`config.mk`:
```
export PLATFORM = sky130hd
export DESIGN_NAME = llm_ecc_err_log_flat
export DESIGN_NICKNAME = d
export VERILOG_FILES = /design/src/rtl/llm_ecc_err_log_if.sv /design/src/rtl/llm_ecc_err_log.sv /design/src/flat_wrapper.sv
export SDC_FILE = /design/constraint.sdc
export NUM_CORES = 1
export LEC_CHECK = 0
export CAP_MARGIN = 10
export CORE_MARGIN = 5
export CORE_UTILIZATION = 55
export CTS_BUF_LIST = sky130_fd_sc_hd__clkbuf_4 sky130_fd_sc_hd__clkbuf_8
export DETAILED_ROUTE_END_ITERATION = 10
export PLACE_DENSITY = 0.84
export SETUP_SLACK_MARGIN = 0.5
export SKIP_CTS_REPAIR_TIMING = 1
export SLEW_MARGIN = 25
export SYNTH_ARGS = -nofsm -noshare
export SYNTH_HDL_FRONTEND = slang
export SYNTH_SLANG_ARGS = --single-unit
```
`constraint.sdc`:
```
create_clock -name clk -period 2.8 [get_ports clk]
set_clock_uncertainty 0.15 [all_clocks]
set_input_delay 0.56 -clock clk [delete_from_list [all_inputs] [get_ports clk]]
set_output_delay 0.56 -clock clk [all_outputs]
set_load 0.1 [all_outputs]
```
`src/rtl/llm_ecc_err_log_if.sv`:
```
// ECC error-log interface: event input from the ECC controller, show-ahead log pop,
// counters and the interrupt toward the CSR side.
interface llm_ecc_err_log_if #(
  parameter int unsigned LOG_DEPTH  = 8,
  parameter int unsigned ADDR_WIDTH = 32
);
  localparam int unsigned CntW = $clog2(LOG_DEPTH + 1);

  logic                  evt_valid;
  logic                  evt_src;
  logic [2:0]            evt_status;
  logic [ADDR_WIDTH-1:0] evt_addr;
  logic                  log_valid;
  logic [ADDR_WIDTH+7:0] log_entry;
  logic                  log_pop;
  logic [CntW-1:0]       log_count;
  logic [15:0]           overflow_count;
  logic                  uncorr_flag;
  logic                  irq_en;
  logic                  irq_clr;
  logic                  irq;

  // Driving side: ECC controller events plus CSR/firmware controls.
  modport master (
    output evt_valid, evt_src, evt_status, evt_addr, log_pop, irq_en, irq_clr,
    input  log_valid, log_entry, log_count, overflow_count, uncorr_flag, irq
  );

  // The error log itself.
  modport slave (
    input  evt_valid, evt_src, evt_status, evt_addr, log_pop, irq_en, irq_clr,
    output log_valid, log_entry, log_count, overflow_count, uncorr_flag, irq
  );
endinterface

```
`src/rtl/llm_ecc_err_log.sv`:
```
// ECC error-event log: captures non-zero check results as sequenced entries in a small
// FIFO, counts drops while full and raises a maskable level interrupt.
module llm_ecc_err_log #(
  parameter int unsigned LOG_DEPTH     = 8,
  parameter int unsigned ADDR_WIDTH    = 32,
  parameter int unsigned IRQ_THRESHOLD = 4
) (
  input logic                clk,
  input logic                rst_n,
  llm_ecc_err_log_if.slave   bus_io
);

  localparam int unsigned PtrW   = $clog2(LOG_DEPTH);
  localparam int unsigned CntW   = $clog2(LOG_DEPTH + 1);
  localparam int unsigned EntryW = ADDR_WIDTH + 8;

  typedef enum logic {StIdle, StPend} irq_state_e;

  logic [PtrW-1:0]   wr_ptr_q, wr_ptr_d;
  logic [PtrW-1:0]   rd_ptr_q, rd_ptr_d;
  logic [CntW-1:0]   count_q, count_d;
  logic [15:0]       ovf_cnt_q, ovf_cnt_d;
  logic [3:0]        seq_q, seq_d;
  logic              uncorr_q, uncorr_d;
  logic              ovf_sticky_q, ovf_sticky_d;
  irq_state_e        state_q, state_d;
  logic [EntryW-1:0] mem_q [LOG_DEPTH];

  logic              qual, empty, full, pop_ok, push_ok, drop, cond;
  logic [2:0]        status_log;
  logic [EntryW-1:0] wr_entry;

  // Accept/drop decisions and next-state of pointers, counters and sticky flags.
  always_comb begin
    qual       = bus_io.evt_valid && (bus_io.evt_status != 3'b000);
    empty      = (count_q == '0);
    full       = (count_q == CntW'(LOG_DEPTH));
    pop_ok     = bus_io.log_pop && !empty;
    // A pop in the same cycle frees a slot, so a full log still accepts the push.
    push_ok    = qual && (!full || pop_ok);
    drop       = qual && !push_ok;
    // Reserved 1xx codes are folded into multi-bit.
    status_log = bus_io.evt_status[2] ? 3'b011 : bus_io.evt_status;
    wr_entry   = {seq_q, bus_io.evt_src, status_log, bus_io.evt_addr};

    wr_ptr_d     = push_ok ? wr_ptr_q + PtrW'(1) : wr_ptr_q;
    rd_ptr_d     = pop_ok  ? rd_ptr_q + PtrW'(1) : rd_ptr_q;
    seq_d        = qual    ? seq_q + 4'd1        : seq_q;

    count_d = count_q;
    if (push_ok && !pop_ok) begin
      count_d = count_q + CntW'(1);
    end else if (!push_ok && pop_ok) begin
      count_d = count_q - CntW'(1);
    end

    ovf_cnt_d = ovf_cnt_q;
    if (drop && (ovf_cnt_q != 16'hFFFF)) begin
      ovf_cnt_d = ovf_cnt_q + 16'd1;
    end

    // Setting beats an irq_clr arriving in the same cycle.
    uncorr_d = uncorr_q;
    if (push_ok && status_log[1]) begin
      uncorr_d = 1'b1;
    end else if (bus_io.irq_clr) begin
      uncorr_d = 1'b0;
    end

    ovf_sticky_d = ovf_sticky_q;
    if (drop) begin
      ovf_sticky_d = 1'b1;
    end else if (bus_io.irq_clr) begin
      ovf_sticky_d = 1'b0;
    end
  end

  // Interrupt FSM: condition is taken from registered state only.
  always_comb begin
    cond    = (count_q >= CntW'(IRQ_THRESHOLD)) | uncorr_q | ovf_sticky_q;
    state_d = state_q;
    unique case (state_q)
      StIdle: if (bus_io.irq_en && cond) state_d = StPend;
      StPend: if (bus_io.irq_clr || !bus_io.irq_en) state_d = StIdle;
      default: state_d = StIdle;
    endcase
  end

  // Control state registers.
  always_ff @(posedge clk or negedge rst_n) begin
    if (!rst_n) begin
      wr_ptr_q     <= '0;
      rd_ptr_q     <= '0;
      count_q      <= '0;
      ovf_cnt_q    <= '0;
      seq_q        <= '0;
      uncorr_q     <= 1'b0;
      ovf_sticky_q <= 1'b0;
      state_q      <= StIdle;
    end else begin
      wr_ptr_q     <= wr_ptr_d;
      rd_ptr_q     <= rd_ptr_d;
      count_q      <= count_d;
      ovf_cnt_q    <= ovf_cnt_d;
      seq_q        <= seq_d;
      uncorr_q     <= uncorr_d;
      ovf_sticky_q <= ovf_sticky_d;
      state_q      <= state_d;
    end
  end

  // Log storage; contents are discarded on reset.
  always_ff @(posedge clk or negedge rst_n) begin
    if (!rst_n) begin
      for (int i = 0; i < int'(LOG_DEPTH); i++) begin
        mem_q[i] <= '0;
      end
    end else if (push_ok) begin
      mem_q[wr_ptr_q] <= wr_entry;
    end
  end

  assign bus_io.log_valid      = !empty;
  assign bus_io.log_entry      = empty ? '0 : mem_q[rd_ptr_q];
  assign bus_io.log_count      = count_q;
  assign bus_io.overflow_count = ovf_cnt_q;
  assign bus_io.uncorr_flag    = uncorr_q;
  assign bus_io.irq            = (state_q == StPend);

endmodule

```
`src/flat_wrapper.sv`:
```
// flat-port wrapper written by rule: the top's interface ports become plain ports
module llm_ecc_err_log_flat 
#(
  parameter int unsigned LOG_DEPTH     = 8,
  parameter int unsigned ADDR_WIDTH    = 32,
  parameter int unsigned IRQ_THRESHOLD = 4
)
  (clk, rst_n, bus_io_evt_valid, bus_io_evt_src, bus_io_evt_status, bus_io_evt_addr, bus_io_log_pop, bus_io_irq_en, bus_io_irq_clr, bus_io_log_valid, bus_io_log_entry, bus_io_log_count, bus_io_overflow_count, bus_io_uncorr_flag, bus_io_irq);
  llm_ecc_err_log_if #(.LOG_DEPTH(LOG_DEPTH), .ADDR_WIDTH(ADDR_WIDTH)) bus_io_i ();
  input logic clk;
  input logic rst_n;
  input wire logic [$bits(bus_io_i.evt_valid)-1:0] bus_io_evt_valid;
  input wire logic [$bits(bus_io_i.evt_src)-1:0] bus_io_evt_src;
  input wire logic [$bits(bus_io_i.evt_status)-1:0] bus_io_evt_status;
  input wire logic [$bits(bus_io_i.evt_addr)-1:0] bus_io_evt_addr;
  input wire logic [$bits(bus_io_i.log_pop)-1:0] bus_io_log_pop;
  input wire logic [$bits(bus_io_i.irq_en)-1:0] bus_io_irq_en;
  input wire logic [$bits(bus_io_i.irq_clr)-1:0] bus_io_irq_clr;
  output wire logic [$bits(bus_io_i.log_valid)-1:0] bus_io_log_valid;
  output wire logic [$bits(bus_io_i.log_entry)-1:0] bus_io_log_entry;
  output wire logic [$bits(bus_io_i.log_count)-1:0] bus_io_log_count;
  output wire logic [$bits(bus_io_i.overflow_count)-1:0] bus_io_overflow_count;
  output wire logic [$bits(bus_io_i.uncorr_flag)-1:0] bus_io_uncorr_flag;
  output wire logic [$bits(bus_io_i.irq)-1:0] bus_io_irq;
  assign bus_io_i.evt_valid = bus_io_evt_valid;
  assign bus_io_i.evt_src = bus_io_evt_src;
  assign bus_io_i.evt_status = bus_io_evt_status;
  assign bus_io_i.evt_addr = bus_io_evt_addr;
  assign bus_io_i.log_pop = bus_io_log_pop;
  assign bus_io_i.irq_en = bus_io_irq_en;
  assign bus_io_i.irq_clr = bus_io_irq_clr;
  assign bus_io_log_valid = bus_io_i.log_valid;
  assign bus_io_log_entry = bus_io_i.log_entry;
  assign bus_io_log_count = bus_io_i.log_count;
  assign bus_io_overflow_count = bus_io_i.overflow_count;
  assign bus_io_uncorr_flag = bus_io_i.uncorr_flag;
  assign bus_io_irq = bus_io_i.irq;
  llm_ecc_err_log #(.LOG_DEPTH(LOG_DEPTH), .ADDR_WIDTH(ADDR_WIDTH), .IRQ_THRESHOLD(IRQ_THRESHOLD)) u_core (.clk(clk), .rst_n(rst_n), .bus_io(bus_io_i));
endmodule
```
* Word-level counts from Yosys, hierarchy flattened
Index checks and enable logic that the tools add are counted.
** Storage, ports and cells
- Register bits :: 353
- Bits in latches :: 0
- RAM bits :: 0
- Bits in read-only memories :: 0
- Bits of input ports :: 42
- Output and inout bits :: 63
- Word-level logic and storage cells :: 71
- Memories :: 0
** Operators by class
- Add/sub/neg operators :: 6
- Multiply operators :: 0
- Divide/modulo/power cells :: 0
- Magnitude comparators :: 4
- Equality and inequality tests :: 2
- Shift-type cells :: 0
- Multiplexer cells :: 16
- Bitwise gates (word level) :: 5
- Reductions and logical operators :: 22
** Operators with widths (count)
- 320-bit bitwise mux :: 1
- 40-bit two-way mux :: 4
- 40-bit binary-select mux with 3-bit select :: 1
- 40-bit demux with 3-bit select :: 1
- 16-bit by 1-bit adder with 16-bit output (second input constant) :: 1
- 16-bit inequality test (second input constant) :: 1
- 1-bit logical AND :: 10
- 4-bit by 1-bit adder with 4-bit output (second input constant) :: 2
- 4-bit >= comparator (second input constant) :: 2
- 4-bit two-way mux :: 2
- 3-bit inverter with 4-bit output :: 2
- 3-bit by 1-bit adder with 3-bit output (second input constant) :: 2
- 2-bit nonzero test :: 3
- 1-bit zero test :: 5
- 1-bit two-way mux :: 5
- 4-bit == test (second input constant) :: 1
- 4-bit by 3-bit >= comparator with 1-bit output (second input constant) :: 1
- 4-bit zero test :: 1
- 4-bit by 1-bit less-than comparator with 1-bit output (second input constant) :: 1
- 4-bit by 1-bit subtractor with 4-bit output (second input constant) :: 1
- 3-bit nonzero test :: 1
- 1-bit logical OR :: 2
- 2-bit two-way mux :: 1
- 1-bit bitwise OR :: 2
- other kinds (2) :: 2

* Longest topological paths before layout
- Word-level depth :: 9
- Mapped depth :: 10
- Gate-level depth less buffers :: 10

* Worst setup path before layout
Ideal clock, no wire load.
- Path kind :: reg2out
- Start point :: register u_core.count_q[0] (netlist: u_core.bus_io.log_count[0])
- End point :: output bus_io_log_entry[28]
- Arrival time :: 2.970 ns
- Required time :: 2.090 ns
- Setup slack :: -0.880 ns
- Stages on the path, launching flop included :: 5
- Path buffers :: 2
- Cell sequence :: dfrtp_1 > nor4_1 > clkbuf_1 > clkbuf_1 > nor2_1
** Between the ends
- Longest elaborated chain between the ends :: 2
** RTL lines
- start, declared :: line llm_ecc_err_log.sv:21 : logic [CntW-1:0] count_q, count_d;
- start signal, assigned :: line llm_ecc_err_log.sv:103 : count_q <= count_d;
- 4-bit zero test :: line llm_ecc_err_log.sv:36 : empty = (count_q == '0);
- 40-bit two-way mux :: line llm_ecc_err_log.sv:124 : assign bus_io.log_entry = empty ? '0 : mem_q[rd_ptr_q];
- end, declared :: line flat_wrapper.sv:20 : output wire logic [$bits(bus_io_i.log_entry)-1:0] bus_io_log_entry;
Every way passes these cells.

* Final worst setup path
- Start point :: register u_core.rd_ptr_q[0]
- End point :: output bus_io_log_entry[24]
** Between the ends
- Longest elaborated chain between the ends :: 5
** RTL lines
- start, declared :: line llm_ecc_err_log.sv:20 : logic [PtrW-1:0] rd_ptr_q, rd_ptr_d;
- start signal, assigned :: line llm_ecc_err_log.sv:102 : rd_ptr_q <= rd_ptr_d;
- 3-bit inverter with 4-bit output (not written as such) :: line llm_ecc_err_log.sv:124
- 40-bit binary-select mux with 3-bit select :: line llm_ecc_err_log.sv:124
- 40-bit two-way mux (not written as such) (2 in series) :: line llm_ecc_err_log.sv:124
- 40-bit two-way mux :: line llm_ecc_err_log.sv:124
Every way passes these cells. The select of a mux whose other input is x is not followed.

==> results.ini <==
[cells_and_area]
n_fill_cell=1327
area_growth_syn_to_layout_pct=40.0
layout-drive-gt1-share_pct=61.0
fin_nets=1259
fin_util_pct=78.3
fin_cells=1630

[worst_setup_path]
cp.buffers_inverters=4
crit_family=multiplexers
criticalPathCategory=flip-flop to output port
rrSetupSlack_ps=310
slowest_stage=mux4_2
r2r_end=u_core.mem_q[277]
rr_worst_depth=10
critical_path_required_ps=2090
critPathMaxFanout=5
r2r-start=u_core.bus_io.log_count[1]
path_cells=buf_12 -> clkbuf_16 -> mux4_2 -> mux2i_1 -> buf_4 -> nor2_4 -> buf_12
slowest_delay_ps=510
critPathLaunchType=flip-flop
cp.arrival_ps=2510
crit_path_end_kind=output port
cpMostUsedCell=buf_12

[detailed_routing]
drt_iter0_markers=883
num_vias=10200
detail_route.vias_per_cell=6.24
wl_per_cell_um=27.8
drt_pass1_iterations=5
remaining_drc_errors=0
wl_um=45400
ant_nets=0

[synthesis]
synth-seq-cells=345
synthTopCellsByCount=dfrtp_1 (345), mux2_2 (292), mux4_2 (78)
yosysMostFrequentCell=dfrtp_1
synth_area_um2=15600
syn_nets=1074
ys_types=40
synth-main-ff-cell=dfrtp_1
async_reset_ff_share_pct=100
synth_top_cell_area_share_pct=55.4
yosys-top-cells-area=dfrtp_1 (55%), mux2_2 (21%), mux4_2 (11%), mux2i_1 (2.6%), nor2_1 (1.5%)
yosys_warnings=0
synth.avg_cell_area_um2=15.2
synth_edf_count=0
postSynthCellCount=1024
yosys.area.top_type=dfrtp_1
yosysSeqAreaShare_pct=55.4

[clock_tree]
clock_latency_ps=590
cts-htree-levels=2
clockRootBuffer=clkbuf_8
cts_made_buffers=55
clk_pin_slew_worst_paths_ps=60
cts_tree=done
clock_sinks=345
ctsLongestPathBuffers=3

[global_routing]
overflow=0
grt_pass1_wl_um=56400
grtUsageTotal_pct=22.4
grt_max_degree=80
antenna_found_initial=2
grt_pass1_vias=10400

[worst_hold_path]
holdPathEnd=u_core.mem_q[317]
min_from=u_core.mem_q[317]
hold_depth=1
min_path_type=flip-flop to flip-flop

[sta]
maxSlewHeadroom_pct=47.7
fmaxAchievable_mhz=311
finalCritPeriodShare_pct=115
hold_viol=0
fin_ws_ps=-420
setup_viol=39
fin_crit_ps=3220
worst_hold_slack_ps=346
tightest_slew_ps=782
final_max_slew_viol_count=0
rsz0062_at_grt=true

[placement]
dp_hpwl_um=21400
dp_cells=1490
place_congestion=0.808
port_buffers=103

[die]
fp.dieW_um=178
ios=105
die_y_um=178
die_area_um2=31800
rows=61
initial_core_util_pct=56.0
core_um2=27900

[status]
violations=negative setup slack
outcome=finished, violations left

[run]
drv_cap=0

[per-layer routing]
layer	global-route usage, %	part of all wire, %	vias up
met2	36.5	49	430
met4	6.17	3.4	0
met1	31.5	41	5489
li1	-	-	4137
met5	0	0	-
met3	4.09	6.6	116
[placed cells by master, fill, tap and decap left out, types with 16 or more instances in the layout]
master and instances:
buf_12 71, buf_4 45, clkbuf_16 16, clkbuf_8 71, clkdlybuf4s50_1 40, dfrtp_1 325, mux2_2 21, mux2_4 277
mux2i_4 16, mux4_2 78, nor2_1 17, nor2_4 42, xor2_1 16
[registers in the layout (all words and copies together), names as in the netlist]
signal,count
u_core.rd_ptr_q,3
u_core.bus_io.uncorr_flag,1
u_core.bus_io.log_count,4
u_core.bus_io.overflow_count,16
u_core.seq_q,4
u_core.mem_q,312
u_core.ovf_sticky_q,1
u_core.bus_io.irq,1
u_core.wr_ptr_q,3
[layout make-up]
class                      count  area, um2  share of cell area (%)
sequential                   345       8670                    39.7
clock inverter                13       90.1                   0.413
tap                          378        473                    2.17
clock buffer                  85       1080                    4.96
timing repair buffer         198       2930                    13.4
antenna                        2       5.00                  0.0229
multi-input combinational    604       8540                    39.1
inverter                       5       35.0                   0.161
[logic make-up after synthesis]
family | after synthesis | share of synthesized area, %
other | 1 | 0.0241
and+or+nand+nor | 119 | 3.64
DFF | 345 | 55.4
muxes | 418 | 35.5
xor gates and xnor gates | 25 | 1.40
adders and majority gates | 8 | 0.690
AOI/OAI and AO/OA | 33 | 1.35
buffers and inverters | 75 | 2.00
[worst max path at each step]
stage	startpoint	end	slack, ps	cells past startpoint
after floorplan	u_core.bus_io.log_count[2]	u_core.bus_io.log_count[3]	150	9
after global placement	bus_io_log_pop	u_core.bus_io.overflow_count[12]	-20	7
after detailed placement	bus_io_log_pop	u_core.bus_io.overflow_count[15]	-70	7
after CTS	u_core.rd_ptr_q[0]	bus_io_log_entry[4]	-450	5
after global routing	u_core.rd_ptr_q[0]	bus_io_log_entry[24]	-510	7
final	u_core.rd_ptr_q[0]	bus_io_log_entry[24]	-420	7
[through the flow]
stage,cell area (um2),setup slack [ps],TNS [ps]
6_report,21800,-420,-11830
5_1_grt,21800,-513,-14640
4_1_cts,19500,-448,-13180
3_5_place_dp,18400,-72.5,-761
3_3_place_gp,18400,-19.2,-19.2
2_1_floorplan,16200,154,0
Power is not shown: default switching activity piles up to over one toggle a cycle in this logic, so the estimate is an artifact.
